### src/rtl/time_of_day.sv
// Time-of-day keeper: hour/minute/second driven by the 1 kHz tick, with per-field
// set buttons that act on release, plus second and midnight tick pulses.
module time_of_day #(
  parameter int TICKS_PER_SEC = 1000,
  parameter int RST_HOUR      = 0,
  parameter int RST_MIN       = 0,
  parameter int RST_SEC       = 0
) (
  input  logic       rst,
  input  logic       clk1000,
  input  logic       i_h,
  input  logic       d_h,
  input  logic       i_mi,
  input  logic       d_mi,
  input  logic       i_s,
  input  logic       d_s,
  output logic [4:0] hour,
  output logic [5:0] minute,
  output logic [5:0] second,
  output logic       sec_tick,
  output logic       day_tick
);

  localparam int SUB_W = (TICKS_PER_SEC > 1) ? $clog2(TICKS_PER_SEC) : 1;
  localparam logic [SUB_W-1:0] SUB_TERM = SUB_W'(TICKS_PER_SEC - 1);

  // Step a field by one in either direction, wrapping inside 0..maxv.
  // Both directions at once leave the value alone.
  function automatic logic [5:0] wrap_step(input logic [5:0] v, input logic [5:0] maxv,
                                           input logic up, input logic dn);
    logic [5:0] r;
    r = v;
    if (up && !dn)
      r = (v == maxv) ? 6'd0 : v + 6'd1;
    else if (dn && !up)
      r = (v == 6'd0) ? maxv : v - 6'd1;
    return r;
  endfunction

  logic [SUB_W-1:0] sub_cnt, sub_nxt;
  logic [5:0]       btn, btn_flag, rel;
  logic             rel_any, rel_sec, at_term;
  logic [4:0]       hour_nxt;
  logic [5:0]       min_nxt, sec_nxt, hour_w;
  logic             sec_tick_nxt, day_tick_nxt;

  assign btn     = {d_s, i_s, d_mi, i_mi, d_h, i_h};
  assign rel     = btn_flag & ~btn;
  assign rel_any = |rel;
  assign rel_sec = rel[4] | rel[5];
  assign at_term = (sub_cnt == SUB_TERM);

  // A release on the terminal count holds the counter there, deferring the
  // natural advance one cycle; a second adjust instead restarts the second.
  always_comb begin
    sub_nxt      = sub_cnt;
    hour_nxt     = hour;
    min_nxt      = minute;
    sec_nxt      = second;
    hour_w       = 6'd0;
    sec_tick_nxt = 1'b0;
    day_tick_nxt = 1'b0;
    if (rel_any) begin
      hour_w   = wrap_step({1'b0, hour}, 6'd23, rel[0], rel[1]);
      hour_nxt = hour_w[4:0];
      min_nxt  = wrap_step(minute, 6'd59, rel[2], rel[3]);
      sec_nxt  = wrap_step(second, 6'd59, rel[4], rel[5]);
      if (rel_sec)
        sub_nxt = '0;
      else if (!at_term)
        sub_nxt = sub_cnt + SUB_W'(1);
    end else if (at_term) begin
      sub_nxt      = '0;
      sec_tick_nxt = 1'b1;
      sec_nxt      = wrap_step(second, 6'd59, 1'b1, 1'b0);
      if (second == 6'd59) begin
        min_nxt = wrap_step(minute, 6'd59, 1'b1, 1'b0);
        if (minute == 6'd59) begin
          hour_w       = wrap_step({1'b0, hour}, 6'd23, 1'b1, 1'b0);
          hour_nxt     = hour_w[4:0];
          day_tick_nxt = (hour == 5'd23);
        end
      end
    end else begin
      sub_nxt = sub_cnt + SUB_W'(1);
    end
  end

  always_ff @(posedge clk1000 or negedge rst) begin
    if (!rst) begin
      sub_cnt  <= '0;
      btn_flag <= '0;
      hour     <= 5'(RST_HOUR);
      minute   <= 6'(RST_MIN);
      second   <= 6'(RST_SEC);
      sec_tick <= 1'b0;
      day_tick <= 1'b0;
    end else begin
      sub_cnt  <= sub_nxt;
      btn_flag <= btn;
      hour     <= hour_nxt;
      minute   <= min_nxt;
      second   <= sec_nxt;
      sec_tick <= sec_tick_nxt;
      day_tick <= day_tick_nxt;
    end
  end

endmodule

### config.mk
export PLATFORM = sky130hd
export DESIGN_NAME = time_of_day
export DESIGN_NICKNAME = d
export VERILOG_FILES = /design/src/rtl/time_of_day.sv
export SDC_FILE = /design/constraint.sdc
export NUM_CORES = 1
export LEC_CHECK = 0
export CAP_MARGIN = 40
export CORE_ASPECT_RATIO = 1.5
export CORE_MARGIN = 5
export CORE_UTILIZATION = 55
export DETAILED_ROUTE_END_ITERATION = 8
export GPL_ROUTABILITY_DRIVEN = 0
export PLACE_DENSITY = 0.75
export SYNTH_ARGS = -nofsm -noshare
export SYNTH_HDL_FRONTEND = slang
export SYNTH_SLANG_ARGS = --single-unit
### constraint.sdc
create_clock -name clk1000 -period 2.4 [get_ports clk1000]
set_input_delay 0.24 -clock clk1000 [delete_from_list [all_inputs] [get_ports clk1000]]
set_output_delay 0.24 -clock clk1000 [all_outputs]
set_load 0.03 [all_outputs]
## Yosys cells after proc, flatten, opt, wreduce, memory -nomap -nowiden

Index checks and enable logic that the tools add are counted.

| operators by class | value |
|---|---|
| add/sub/neg operators | 7 |
| equality and inequality tests | 8 |
| muxes and demuxes | 31 |
| bitwise gates (word level) | 3 |
| reductions and logical operators | 22 |

Operators with widths:

| kind | number |
|---|---|
| 6-bit two-way mux | 13 |
| 10-bit two-way mux | 4 |
| 5-bit two-way mux | 8 |
| 6-bit by 1-bit adder with 6-bit output, second input constant | 2 |
| 6-bit == test, second input constant | 2 |
| 6-bit zero test | 2 |
| 6-bit by 1-bit subtractor with 6-bit output, second input constant | 2 |
| 10-bit by 1-bit adder with 10-bit output, second input constant | 1 |
| 10-bit == test, second input constant | 1 |
| 3-bit by 1-bit inequality test with 1-bit output, second input constant | 3 |
| 6-bit AND | 1 |
| 1-bit logical AND | 6 |
| 1-bit zero test | 6 |
| 1-bit two-way mux | 6 |
| 6-bit NOT | 1 |
| 2-bit nonzero test | 3 |
| 6-bit OR reduction | 1 |
| 5-bit by 1-bit adder with 5-bit output, second input constant | 1 |
| 5-bit == test, second input constant | 1 |
| 5-bit zero test | 1 |
| 5-bit by 1-bit subtractor with 5-bit output, second input constant | 1 |
| 4-bit AND reduction | 1 |
| 3-bit inequality test, second input constant | 1 |
| 3-bit AND reduction | 1 |
| 2 further kinds | 2 |

| storage, ports and cells | value |
|---|---|
| register bits after elaboration | 35 |
| input bits | 8 |
| output and inout port bits | 19 |
| logic and storage cells | 78 |

## Longest topological paths before layout

Gate-level depths: netlist of the first run.

| depth | value |
|---|---|
| word-level depth | 7 |
| gate-level depth with buffers | 7 |
| gate-level depth less buffers | 7 |

## Least setup slack after synthesis of the first run

OpenSTA, ideal clock, no wires.

| path | value |
|---|---|
| path type | flip-flop to flip-flop |
| start point | register second[0] |
| end point | register minute[4] |
| setup time | 0.122 ns |
| arrival | 2.015 ns |
| data required time | 2.278 ns |
| setup slack | 0.263 ns |
| stages on the path, launching flop included | 7 |
| buffers on the path | 0 |
| clock period less this slack | 2.137 ns |
| cell sequence | dfrtp_1 > ha_1 > nand2b_1 > nor2_1 > nand4_1 > a221o_1 > a32o_1 |

| on the way | value |
|---|---|
| longest elaborated chain between the ends | 3 |

RTL lines:

| element | line | text |
|---|---|---|
| from (decl) | 19 | `output logic [5:0] second,` |
| from (signal assigned) | 95 | `second <= 6'(RST_SEC);` |
| from (signal assigned) | 103 | `second <= sec_nxt;` |
| 6-bit == test | 76 | `if (second == 6'd59) begin` |
| 2-bit nonzero test (no line) | - |  |
| 3-bit AND reduction (no line) | - |  |
| to (signal assigned) | 94 | `minute <= 6'(RST_MIN);` |
| to (signal assigned) | 102 | `minute <= min_nxt;` |
| to (decl) | 18 | `output logic [5:0] minute,` |

Every way passes these cells.
A chain may end at the register's enable or synchronous reset.

## Worst setup path in the final report of the first run

| path | value |
|---|---|
| start point | register sub_cnt[2] |
| end point | register hour[3] |

| on the way | value |
|---|---|
| longest elaborated chain between the ends | 3 |

RTL lines:

| element | line | text |
|---|---|---|
| from (decl) | 40 | `logic [SUB_W-1:0] sub_cnt, sub_nxt;` |
| from (signal assigned) | 99 | `sub_cnt <= sub_nxt;` |
| 10-bit == test | 51 | `assign at_term = (sub_cnt == SUB_TERM);` |
| 2-bit nonzero test (no line) | - |  |
| 4-bit AND reduction (no line) | - |  |
| to (signal assigned) | 93 | `hour <= 5'(RST_HOUR);` |
| to (signal assigned) | 101 | `hour <= hour_nxt;` |
| to (decl) | 17 | `output logic [4:0] hour,` |

Every way passes these cells.

==> reports/results.md, run 1 <==
| Metric | This run | Unit |
| --- | --- | --- |
| Vias per cell | 6.24 | - |
| Area of the die | 0.00606 | mm^2 |
| Share of the synthesized area in the top cell type | 0.348 | - |
| Crit-path max FO | 6 | - |
| Number of ports placed on the die boundary | 27 | - |
| TritonCTS buffer count | 5 | - |
| Worst IR Drop VDD | 0.686 | mV |
| Largest area contributor in the netlist | sky130_fd_sc_hd__dfrtp_1 | - |
| Xor-xnor portion of the synthesized cell area | 0.0348 | - |
| Layout net count | 348 | - |
| Pin count of the biggest net entering global routing | 36 | - |
| Post-CTS Setup Repair Bufs | 0 | - |
| Final hold slack | 0.0284 | ns |
| Root buffer selected by CTS | sky130_fd_sc_hd__clkbuf_8 | - |
| RSZ-0062 raised after global routing | false | - |
| Critical path data required time | 2.57 | ns |
| Via count of the first global-routing pass | 2354 | - |
| Post-layout utilization of the core | 0.673 | - |
| Register area share after synthesis | 0.348 | - |
| Max-cap violations | 0 | - |
| Total chip power | 0.00298 | W |
| Area of all sequential standard cells | 876 | um^2 |
| Number of nets produced by synthesis | 304 | - |
| Origin of the worst setup path | sub_cnt[2]$_DFFE_PN0P_ | - |
| Path type of the worst setup path | reg -> reg | - |
| Final-report setup violation count | 0 | - |
| Post-synthesis compound-gate area fraction | 0.224 | - |
| Reg2reg start | sub_cnt[2]$_DFFE_PN0P_ | - |
| Total of hold buffers inserted after clock tree synthesis | 0 | - |
| DRC violation count after routing | 0 | - |
| Min cycle time layout | 2.16 | ns |
| H-tree depth | 2 | - |
| Post-synthesis cell type count | 59 | - |
| Area of the core region | 0.00447 | mm^2 |
| Tightest slew margin relative to the limit | 0.471 | - |
| Combinational family with the most area after synthesis | simple AND/OR/NAND/NOR gates | - |
| Layout fillers | 369 | - |
| Detailed-routing iteration count for the pre-antenna-repair pass | 4 | - |
| Status | finished, final reports clean | - |
| Proportion of synthesized area in mux cells | 0.0323 | - |
| Number of warnings issued by yosys | 0 | - |
| Die height | 92.9 | um |
| Power density over cell area | 993 | mW/mm^2 |
| Overall global routing resource usage | 0.212 | - |
| Wirelength, routed | 6050 | um |
| Horiz. Die Dim | 65.2 | um |
| CP Capture Type | flip-flop | - |
| Number of enable flip-flop cells after synthesis | 0 | - |
| List of most frequent post-synthesis cells | sky130_fd_sc_hd__dfrtp_1 (35), sky130_fd_sc_hd__nand2_1 (32), sky130_fd_sc_hd__nor2_1 (19) | - |
| Final hold violation count | 0 | - |
| Flip-flop and latch count after synthesis | 35 | - |
| Synthesized instance count | 287 | - |
| TritonCTS clock tree | done | - |
| Synthesized area per cell | 8.77 | um^2 |
| Adder and majority gate portion of the synthesized area | 0.0447 | - |
| Number of rows in the core area | 30 | - |
| Skew-Pair Late Insertion Delay | 0.29 | ns |
| Final standard cell area without fillers | 0.00301 | mm^2 |
| Port-buffer cells | 26 | - |
| Leakage power figure | 1.31 | nW |
| Share of cells above drive strength 1 | 0.139 | - |
| Number of antenna-violating nets in the routed design | 0 | - |
| Leading register cell type out of synthesis | sky130_fd_sc_hd__dfrtp_1 | - |
| Most numerous cell in the Yosys netlist | sky130_fd_sc_hd__dfrtp_1 | - |
| Transition time of the tightest slew-check pin | 0.793 | ns |
| GRT overflow | 0 | - |
| WL per Instance | 15.9 | um |
| Netlist area before placement | 0.00252 | mm^2 |
| Period utilisation layout | 0.901 | - |
| CP startpoint kind | flip-flop | - |
| Async set-reset flop share out of synthesis | 1.00 | - |
| Post-CTS clock slew at the launch and capture registers of the worst setup and hold paths | 0.08 | ns |
| Gates resized, CTS repair | 0 | - |
| Antenna violations before repair | 0 | - |
| Skew final | 0.00816 | ns |
| Post-synthesis simple-gate area fraction | 0.262 | - |
| Clk sinks | 35 | - |
| Worst setup slack for register-to-register paths | 0.24 | ns |
| Via count | 2372 | - |
| Signed area change from the synthesized netlist to the final layout | 19.4 | % |
| Area taken by multi-input logic gates | 0.00151 | mm^2 |
| Initial DRC count | 140 | - |
| Post-placement cell area | 0.00292 | mm^2 |
| Hold Crit Class | in -> async | - |
| Sum of negative setup slack | 0 | ns |
| Ant diodes | 0 | - |
| Cell types with the largest area share after synthesis | sky130_fd_sc_hd__dfrtp_1 (35%), sky130_fd_sc_hd__nand2_1 (4.8%), sky130_fd_sc_hd__ha_1 (4.5%), sky130_fd_sc_hd__nand3_1 (3.4%), sky130_fd_sc_hd__nor2_1 (2.8%) | - |
| Endpoint arrival time on the critical path | 2.33 | ns |
| Effective utilization at floorplan | 0.564 | - |
| Dpl hpwl | 4570 | um |
| Achievable clock frequency | 462 | MHz |
| Count of pins over their slew limit | 0 | - |
| Maximum buffer depth of the clock tree | 2 | - |
| Wire length of the first global-routing pass | 10300 | um |
state kept, by name, indices dropped and copies added, names as in the netlist:
| signal | flops |
|---|---|
| btn_flag | 6 |
| day_tick | 1 |
| hour | 5 |
| minute | 6 |
| sec_tick | 1 |
| second | 6 |
| sub_cnt | 10 |
area by class of cell:
| class | instances | area share |
|---|---|---|
| well taps | 48 | 0.0200 |
| clock buffers | 5 | 0.0229 |
| multi-input cells | 226 | 0.501 |
| repair buffers | 49 | 0.142 |
| flip-flops and latches | 35 | 0.291 |
| clock inverters | 3 | 0.00499 |
| inverters | 14 | 0.0175 |
worst max-delay path, stage by stage (launching register included):
cell and delay, ns:
sky130_fd_sc_hd__dfrtp_1 0.43, sky130_fd_sc_hd__or3b_4 0.43, sky130_fd_sc_hd__nor4_1 0.37, sky130_fd_sc_hd__nand3_1 0.21, sky130_fd_sc_hd__a21oi_1 0.25, sky130_fd_sc_hd__mux2_2 0.36
per-stage QoR:
step / std cells / setup WS [ns]
3_3_place_gp: 372 / 0.0898
6_report: 380 / 0.237
5_1_grt: 380 / 0.0498
2_1_floorplan: 287 / 0.263
4_1_cts: 380 / 0.241
3_5_place_dp: 372 / 0.0521
power by group:
group          switching, W  internal, W
sequential         0.000193     0.000732
combinational      0.000920     0.000718
clock              0.000222     0.000199
total               0.00134      0.00165
kinds of logic (layout without fill, tap and decap cells):
family	after synthesis	after routing
XOR/XNOR	10	10
multiplexers	8	8
AND/OR/NAND/NOR	126	126
adder cells (fa/ha/maj)	9	9
AO/OA/AOI/OAI	73	73
buffers and inverters	26	71
flip-flops	35	35
worst paths after layout:
path                                          endpoint  cells past startpoint
worst max-delay path               hour[3]$_DFFE_PN0P_                      5
worst min register to register  sub_cnt[8]$_DFFE_PN0P_                      3
worst min-delay path             second[5]$_DFFE_PN0P_                      1
worst max register to register     hour[3]$_DFFE_PN0P_                      5
min in group clk1000             btn_flag[3]$_DFF_PN0_                      1
max in group asynchronous       sub_cnt[4]$_DFFE_PN0P_                      1
cells in the final DEF (no fill, tap or decap), types with 6 or more instances in the layout:
| cell type | n |
|---|---|
| sky130_fd_sc_hd__a31oi_1 | 8 |
| sky130_fd_sc_hd__nand3_1 | 17 |
| sky130_fd_sc_hd__ha_1 | 9 |
| sky130_fd_sc_hd__buf_4 | 23 |
| sky130_fd_sc_hd__a21oi_1 | 13 |
| sky130_fd_sc_hd__inv_1 | 14 |
| sky130_fd_sc_hd__xor2_1 | 8 |
| sky130_fd_sc_hd__nand4_1 | 6 |
| sky130_fd_sc_hd__nor2b_1 | 7 |
| sky130_fd_sc_hd__clkdlybuf4s50_1 | 25 |
| sky130_fd_sc_hd__nand2_1 | 32 |
| sky130_fd_sc_hd__nand2b_1 | 7 |
| sky130_fd_sc_hd__dfrtp_1 | 35 |
| sky130_fd_sc_hd__nor2_1 | 19 |
| sky130_fd_sc_hd__mux2i_1 | 7 |
| sky130_fd_sc_hd__o21ai_0 | 9 |
| sky130_fd_sc_hd__nor3_1 | 12 |
metal layers:
metal | part of all wire | GRT usage | vias to the layer above | routed length, um
li1 | - | - | 1162 | -
met1 | 0.41 | 0.237 | 1146 | 2470
met2 | 0.54 | 0.386 | 52 | 3240
met3 | 0.039 | 0.0413 | 12 | 236
met4 | 0.018 | 0.0813 | 0 | 109
met5 | 0 | 0 | - | 0
Note: power is estimated with default switching activity, not from simulation.
==> inputs of run 2 (changes only) <==
CTS_CLUSTER_DIAMETER = 200   (was default)
==> results of run 2 <==
Final layout, timing and power as in run 1 (identical DEF).
